### src/rtl/bit_serializer.sv
// MSB-first parallel-to-serial converter with optional post-frame idle gap.
// Define SER_PARITY_EN to append an even-parity bit after data[0].
module bit_serializer #(
  parameter int WIDTH = 8,
  parameter int GAP   = 0
) (
  input  logic             clk,
  input  logic             clr,
  input  logic [WIDTH-1:0] data,
  input  logic             load,
  output logic             ready,
  output logic             sout,
  output logic             sout_valid,
  output logic             done
);

  localparam int CW = $clog2(WIDTH + 1);
  localparam logic [CW-1:0] LAST_BIT = CW'(WIDTH);
  localparam logic [3:0]    GAP_LAST = 4'((GAP > 0) ? GAP - 1 : 0);

  typedef enum logic [1:0] {
    IDLE  = 2'd0,
    SHIFT = 2'd1,
`ifdef SER_PARITY_EN
    PAR   = 2'd2,
`endif
    WAIT  = 2'd3
  } state_t;

  state_t          state;
  logic [WIDTH-1:0] sreg;
  logic [CW-1:0]    cnt;
  logic [3:0]       gcnt;
`ifdef SER_PARITY_EN
  logic             par_bit;
`endif

  assign ready = (state == IDLE);

  always_ff @(posedge clk or negedge clr) begin
    if (!clr) begin
      state      <= IDLE;
      sreg       <= '0;
      cnt        <= '0;
      gcnt       <= '0;
      sout       <= 1'b0;
      sout_valid <= 1'b0;
      done       <= 1'b0;
`ifdef SER_PARITY_EN
      par_bit    <= 1'b0;
`endif
    end else begin
      case (state)
        IDLE: begin
          if (load) begin
            // MSB goes out immediately; the register holds the remaining bits
            sreg       <= data << 1;
            sout       <= data[WIDTH-1];
            sout_valid <= 1'b1;
            done       <= 1'b0;
            cnt        <= CW'(1);
`ifdef SER_PARITY_EN
            par_bit    <= ^data;
`endif
            state      <= SHIFT;
          end
        end
        SHIFT: begin
          if (cnt == LAST_BIT) begin
            cnt <= '0;
`ifdef SER_PARITY_EN
            sout       <= par_bit;
            sout_valid <= 1'b1;
            done       <= 1'b1;
            state      <= PAR;
`else
            sout       <= 1'b0;
            sout_valid <= 1'b0;
            done       <= 1'b0;
            gcnt       <= '0;
            state      <= (GAP > 0) ? WAIT : IDLE;
`endif
          end else begin
            sout <= sreg[WIDTH-1];
            sreg <= sreg << 1;
            cnt  <= cnt + CW'(1);
`ifdef SER_PARITY_EN
            done <= 1'b0;
`else
            done <= (cnt == LAST_BIT - CW'(1));
`endif
          end
        end
`ifdef SER_PARITY_EN
        PAR: begin
          sout       <= 1'b0;
          sout_valid <= 1'b0;
          done       <= 1'b0;
          gcnt       <= '0;
          state      <= (GAP > 0) ? WAIT : IDLE;
        end
`endif
        WAIT: begin
          if (gcnt == GAP_LAST) state <= IDLE;
          else gcnt <= gcnt + 4'd1;
        end
        default: state <= IDLE;
      endcase
    end
  end

endmodule

### config.mk
export PLATFORM = sky130hd
export DESIGN_NAME = bit_serializer
export DESIGN_NICKNAME = d
export VERILOG_FILES = /design/src/rtl/bit_serializer.sv
export SDC_FILE = /design/constraint.sdc
export NUM_CORES = 1
export LEC_CHECK = 0
export ABC_AREA = 1
export BUFFER_PORTS_ARGS = -buffer_cell sky130_fd_sc_hd__buf_4
export CAP_MARGIN = 20
export CORE_MARGIN = 1.5
export CORE_UTILIZATION = 52
export DETAILED_ROUTE_END_ITERATION = 7
export PLACE_DENSITY = 0.87
export SLEW_MARGIN = 30
export SYNTH_ARGS = -nofsm -noshare
export SYNTH_HDL_FRONTEND = slang
export SYNTH_SLANG_ARGS = --single-unit
### constraint.sdc
create_clock -name clk -period 1.5 [get_ports clk]
set_clock_uncertainty 0.1 [all_clocks]
set_input_delay 0.375 -clock clk [delete_from_list [all_inputs] [get_ports clk]]
set_output_delay 0.375 -clock clk [all_outputs]
set_load 0.005 [all_outputs]
=== Word level (Yosys, flattened, before mapping) ===
Cells that the tools add are included.

* Add/subtract/negate cells: 2
* Eq/ne operators: 9
* Muxes and demuxes: 22
* Reduce and logical (&&, ||, !) cells: 9

{| class="wikitable"
|+ Operator list
! operator !! number
|-
| 4-bit 2-to-1 mux || 4
|-
| 8-bit 2-to-1 mux || 2
|-
| 4-bit one-hot mux with 2 select lines || 2
|-
| 8-bit one-hot mux with 2 select lines || 1
|-
| 3-bit AND reduction || 4
|-
| 2-bit != test, second input constant || 5
|-
| 4-bit by 1-bit adder with 4-bit output, second input constant || 2
|-
| 1-bit 2-to-1 mux || 6
|-
| 2-bit 2-to-1 mux || 3
|-
| 1-bit one-hot mux with 2 select lines || 3
|-
| 2-bit one-hot mux with 3 select lines || 1
|-
| 4-bit by 3-bit equality test with 1-bit output, second input constant || 1
|-
| 4-bit equality test, second input constant || 1
|-
| 4-bit logical NOT || 1
|-
| 2-bit nonzero test || 2
|-
| 2-bit by 1-bit equality test with 1-bit output, second input constant || 1
|-
| 2-bit equality test, second input constant || 1
|-
| 2-bit logical NOT || 1
|-
| 2-bit AND reduction || 1
|}

* Flip-flop bits (word level): 21
* Output and inout port bits: 4
* Word-level logic and storage cells: 49

=== Logic depth before layout (Yosys ltp) ===
* Depth in word-level cells: 3
* Gate-level depth with buffers: 7
* Mapped depth without buffers: 7

=== Least setup slack after synthesis ===
OpenSTA, ideal clock, no wires.

* Path type: register to register
* From: register cnt[0]
* To: register sreg[2]
* Library setup time: 117 ps
* Arrival time: 1043 ps
* Path slack: 240 ps
* Cell stages (with the launch flop): 8
* Buffers on the path: 0
* Clock period less this slack: 1260 ps
* Cell sequence: dfrtp_1 -> inv_1 -> ha_1 -> nand3_4 -> nand2_4 -> nand2_8 -> nand2_1 -> nand2_1

* Cells in the longest elaborated chain, start to end: 3

{| class="wikitable"
|+ Ends and longest elaborated chain
! element !! line !! RTL
|-
| start: declaration || 32 || <nowiki>logic [CW-1:0] cnt;</nowiki>
|-
| start signal: assignment || 86 || <nowiki>cnt <= cnt + CW'(1);</nowiki>
|-
| 4-bit equality test || 69 || <nowiki>if (cnt == LAST_BIT) begin</nowiki>
|-
| 2-bit != test (no line) || - ||
|-
| 3-bit AND reduction (no line) || - ||
|-
| end signal: assignment || 57 || <nowiki>sreg <= data << 1;</nowiki>
|-
| end signal: assignment || 85 || <nowiki>sreg <= sreg << 1;</nowiki>
|-
| end: declaration || 31 || <nowiki>logic [WIDTH-1:0] sreg;</nowiki>
|}

No other way between the ends.
A chain may end at the register's enable or synchronous reset.

=== Final worst setup path ===
* From: register sout_valid
* To: output sout_valid

{| class="wikitable"
|+ RTL lines
! element !! line !! RTL
|-
| start: declaration || 13 || <nowiki>output logic sout_valid,</nowiki>
|-
| start signal: assignment || 47 || <nowiki>sout_valid <= 1'b0;</nowiki>
|-
| start signal: assignment || 59 || <nowiki>sout_valid <= 1'b1;</nowiki>
|-
| start signal: assignment || 78 || <nowiki>sout_valid <= 1'b0;</nowiki>
|}

No word-level cell between the ends.

==> flow_metrics.py <==
metrics = {
    "status": {
        "outcome": "finished, final reports clean",
    },
    "route": {
        "drt_first_iter_violations": 16,
        "wl_um": 1490,
        "wire_per_inst_um": 11.7,
        "dr_total_vias": 647,
        "met3_length_um": 82,
        "route.antenna.remaining_nets": 0,
        "uppermost_signal_routing_layer_after_detailed_routing": "met4",
        "vias_per_cell": 5.05,
        "routedLengthMet1_um": 654,
        "met2_wirelength_um": 720,
        "detail_route.drc_violations": 0,
        "detailedRoute.firstPassIterationCount": 4,
    },
    "sta": {
        "final.setup.worst_slack_ps": 38.2,
        "max_freq_mhz": 684,
        "worst_pin_slew_ps": 228,
        "timing_hold_violations_final": 0,
        "slew-limit-headroom_pct": 84.8,
        "report.final.slew_viol_count": 0,
        "timing.final.setup_violations": 0,
        "final_worst_path_period_share_pct": 97.5,
        "period_needed_ps": 1460,
    },
    "place": {
        "placement.setup.worst_slack_ps": 107,
        "finalWeightedCongestion": 0.813,
        "numPortBuffers": 14,
        "numPlacedInstances": 119,
        "place_hpwl_um": 993,
    },
    "cells_and_area": {
        "fill_cells": 99,
        "diodes": 0,
        "layout-drive-gt1-share_pct": 31.0,
        "layout-area-overhead-vs-synth_pct": 24.6,
        "layout.cells.most_common": "sky130_fd_sc_hd__nand2_1",
        "finish.cell_count_without_fillers": 128,
        "most-common-layout-cells": "sky130_fd_sc_hd__nand2_1, sky130_fd_sc_hd__buf_4, sky130_fd_sc_hd__dfrtp_1",
        "count_of_nets_after_finishing": 128,
    },
    "clock_network": {
        "cts_tree": "done",
        "cts_root_buf": "sky130_fd_sc_hd__clkbuf_4",
        "clkLatencyLatePin_ps": 290,
        "clockBufferDepth": 2,
        "clock-sinks": 14,
        "htreeDepth": 1,
        "path_clk_slew_ps": 90,
        "tritoncts.num_buffers": 3,
    },
    "logic_synthesis": {
        "postSynthAreaPerCell_um2": 8.55,
        "sequential_element_share_of_the_synthesized_area_pct": 45.0,
        "netlist_area_um2": 778,
        "syn_inst": 91,
        "yosysUniqueCellTypes": 18,
        "ys_warn_count": 0,
        "ys_seq_elements": 14,
        "syn_nets": 104,
    },
    "critical_path": {
        "data_required_time_of_the_worst_path_ps": 1020,
        "setup.worst_path.class": "flop to primary output",
        "worst-path-max-fanout": 2,
        "r2r_setup_slack_ps": 100,
        "worst_setup_path_end_kind": "primary output",
        "kind_of_start_point_of_the_critical_path": "flop",
        "timing.critical_path.arrival_ps": 990,
    },
    "power": {
        "clock_power_share_pct": 11.6,
        "sw_frac_of_total_pct": 42.5,
        "p_leak_nw": 0.526,
        "cellPowerDensity_nw_per_um2": 1920,
        "power_report.internal_total_w": 0.00107,
        "power_frac_comb_pct": 52.4,
        "vdd_ir_drop_max_mv": 0.964,
        "total_switching_power_w": 0.000790,
        "pwr-share-seq_pct": 36.1,
    },
    "grt": {
        "grt_overflow_total": 0,
        "grt_start_max_net_pins": 15,
        "first_global_vias": 563,
        "initial_antenna_violation_count": 0,
        "track_usage_pct": 18.9,
        "grt_pass1_wl_um": 2450,
    },
    "floorplanning": {
        "core.rowCount": 13,
        "die_area_um2": 1740,
        "die_width_um": 41.7,
        "dieHeight_um": 41.7,
        "io-pin-count": 15,
        "initial_utilization_pct": 57.6,
        "core_area_um2": 1350,
    },
    "run": {
        "maxCapViolations": 0,
    },
    "hold_path": {
        "hold_path_class": "input pin to flop",
    },
}
## routing by layer
layer,GRT usage [%],vias to the layer above
li1,-,332
met1,24.0,286
met2,29.4,25
met3,3.91,4
met4,11.6,0
met5,0,-
## state kept, by name, summed over array words and instances, names as in the netlist
register and count:
cnt 4, done 1, sout 1, sreg 7, sout_valid 1
## cells by family (layout without fill, tap and decap cells)
| kind of cell | Yosys count | count (layout) | share of synthesized area (%) |
|---|---|---|---|
| DFF | 14 | 14 | 45.0 |
| xor gates and xnor gates | 1 | 1 | 1.13 |
| adders and majority gates | 2 | 2 | 3.21 |
| and+or+nand+nor | 59 | 59 | 38.7 |
| buffers and inverters | 9 | 31 | 6.59 |
| AOI/OAI and AO/OA | 6 | 6 | 5.31 |
## power by group through the flow
stage,combinational [W],clock [W],sequential [W]
after floorplan,0.000669,0,0.000659
after global placement,0.000836,0,0.000658
after detailed placement,0.000860,0,0.000667
after CTS,0.000867,0.000221,0.000658
after global routing,0.00110,0.000237,0.000692
final,0.000973,0.000215,0.000670
## critical path, cell delays in order, from the launching register on
cell                      delay, ps
sky130_fd_sc_hd__dfrtp_1        440
sky130_fd_sc_hd__buf_8          140
sky130_fd_sc_hd__buf_4          120
## path summary, 6_finish.rpt
check                      depth (start not counted)                   start             endpoint
max                                                2  sout_valid$_DFFE_PN0P_           sout_valid
min                                                3                 data[0]  sreg[1]$_DFFE_PN0P_
max reg2reg                                        7      cnt[0]$_DFFE_PN0P_  sreg[2]$_DFFE_PN0P_
min reg2reg                                        2        done$_DFFE_PN0P_     done$_DFFE_PN0P_
max in group asynchronous                          2                     clr  sreg[1]$_DFFE_PN0P_
min in group asynchronous                          2                     clr   cnt[1]$_DFFE_PN0P_
## synth_stat cells, drive strengths merged
cell type	n	area, µm²
a21oi	3	26.3
buf	2	22.5
dfrtp	14	350
ha	2	25.0
inv	7	28.8
nand2	43	193
nand3	12	72.6
nand4	1	6.26
nor2	3	30.0
o21ai	3	15.0
xnor2	1	8.76
## area by class of cell
cell class / instances / area (µm²) / area share, %
repair buffers: 21 / 168 / 17.3
well taps: 15 / 18.8 / 1.94
flip-flops and latches: 14 / 350 / 36.1
clock buffers: 3 / 22.5 / 2.32
inverters: 7 / 33.8 / 3.48
multi-input cells: 68 / 377 / 38.8
## timing repair
| action | CTS | global route |
|---|---|---|
| cloned | 0 | 0 |
| resized for setup | 0 | 4 |
| endpoints found under the setup margin | 1 | 2 |
| pin swaps | 0 | 0 |
| buffers inserted | 0 | 5 |
| hold buffers | 1 | 0 |
| hold endpoints to repair | 14 | 0 |
## metrics by stage
stage / setup TNS [ps] / power (W) / hold WS (ps) / instance area, µm² / utilization (%)
final: 0 / 0.00186 / 237 / 970 / 71.8
after global placement: 0 / 0.00149 / 136 / 887 / 65.7
after CTS: -9.64 / 0.00175 / 235 / 920 / 68.1
after detailed placement: 0 / 0.00153 / 137 / 887 / 65.7
after floorplan: 0 / 0.00133 / -20.6 / 778 / -
after global routing: -0.187 / 0.00202 / 251 / 970 / 71.8
Note: power is estimated with default switching activity, not from simulation.
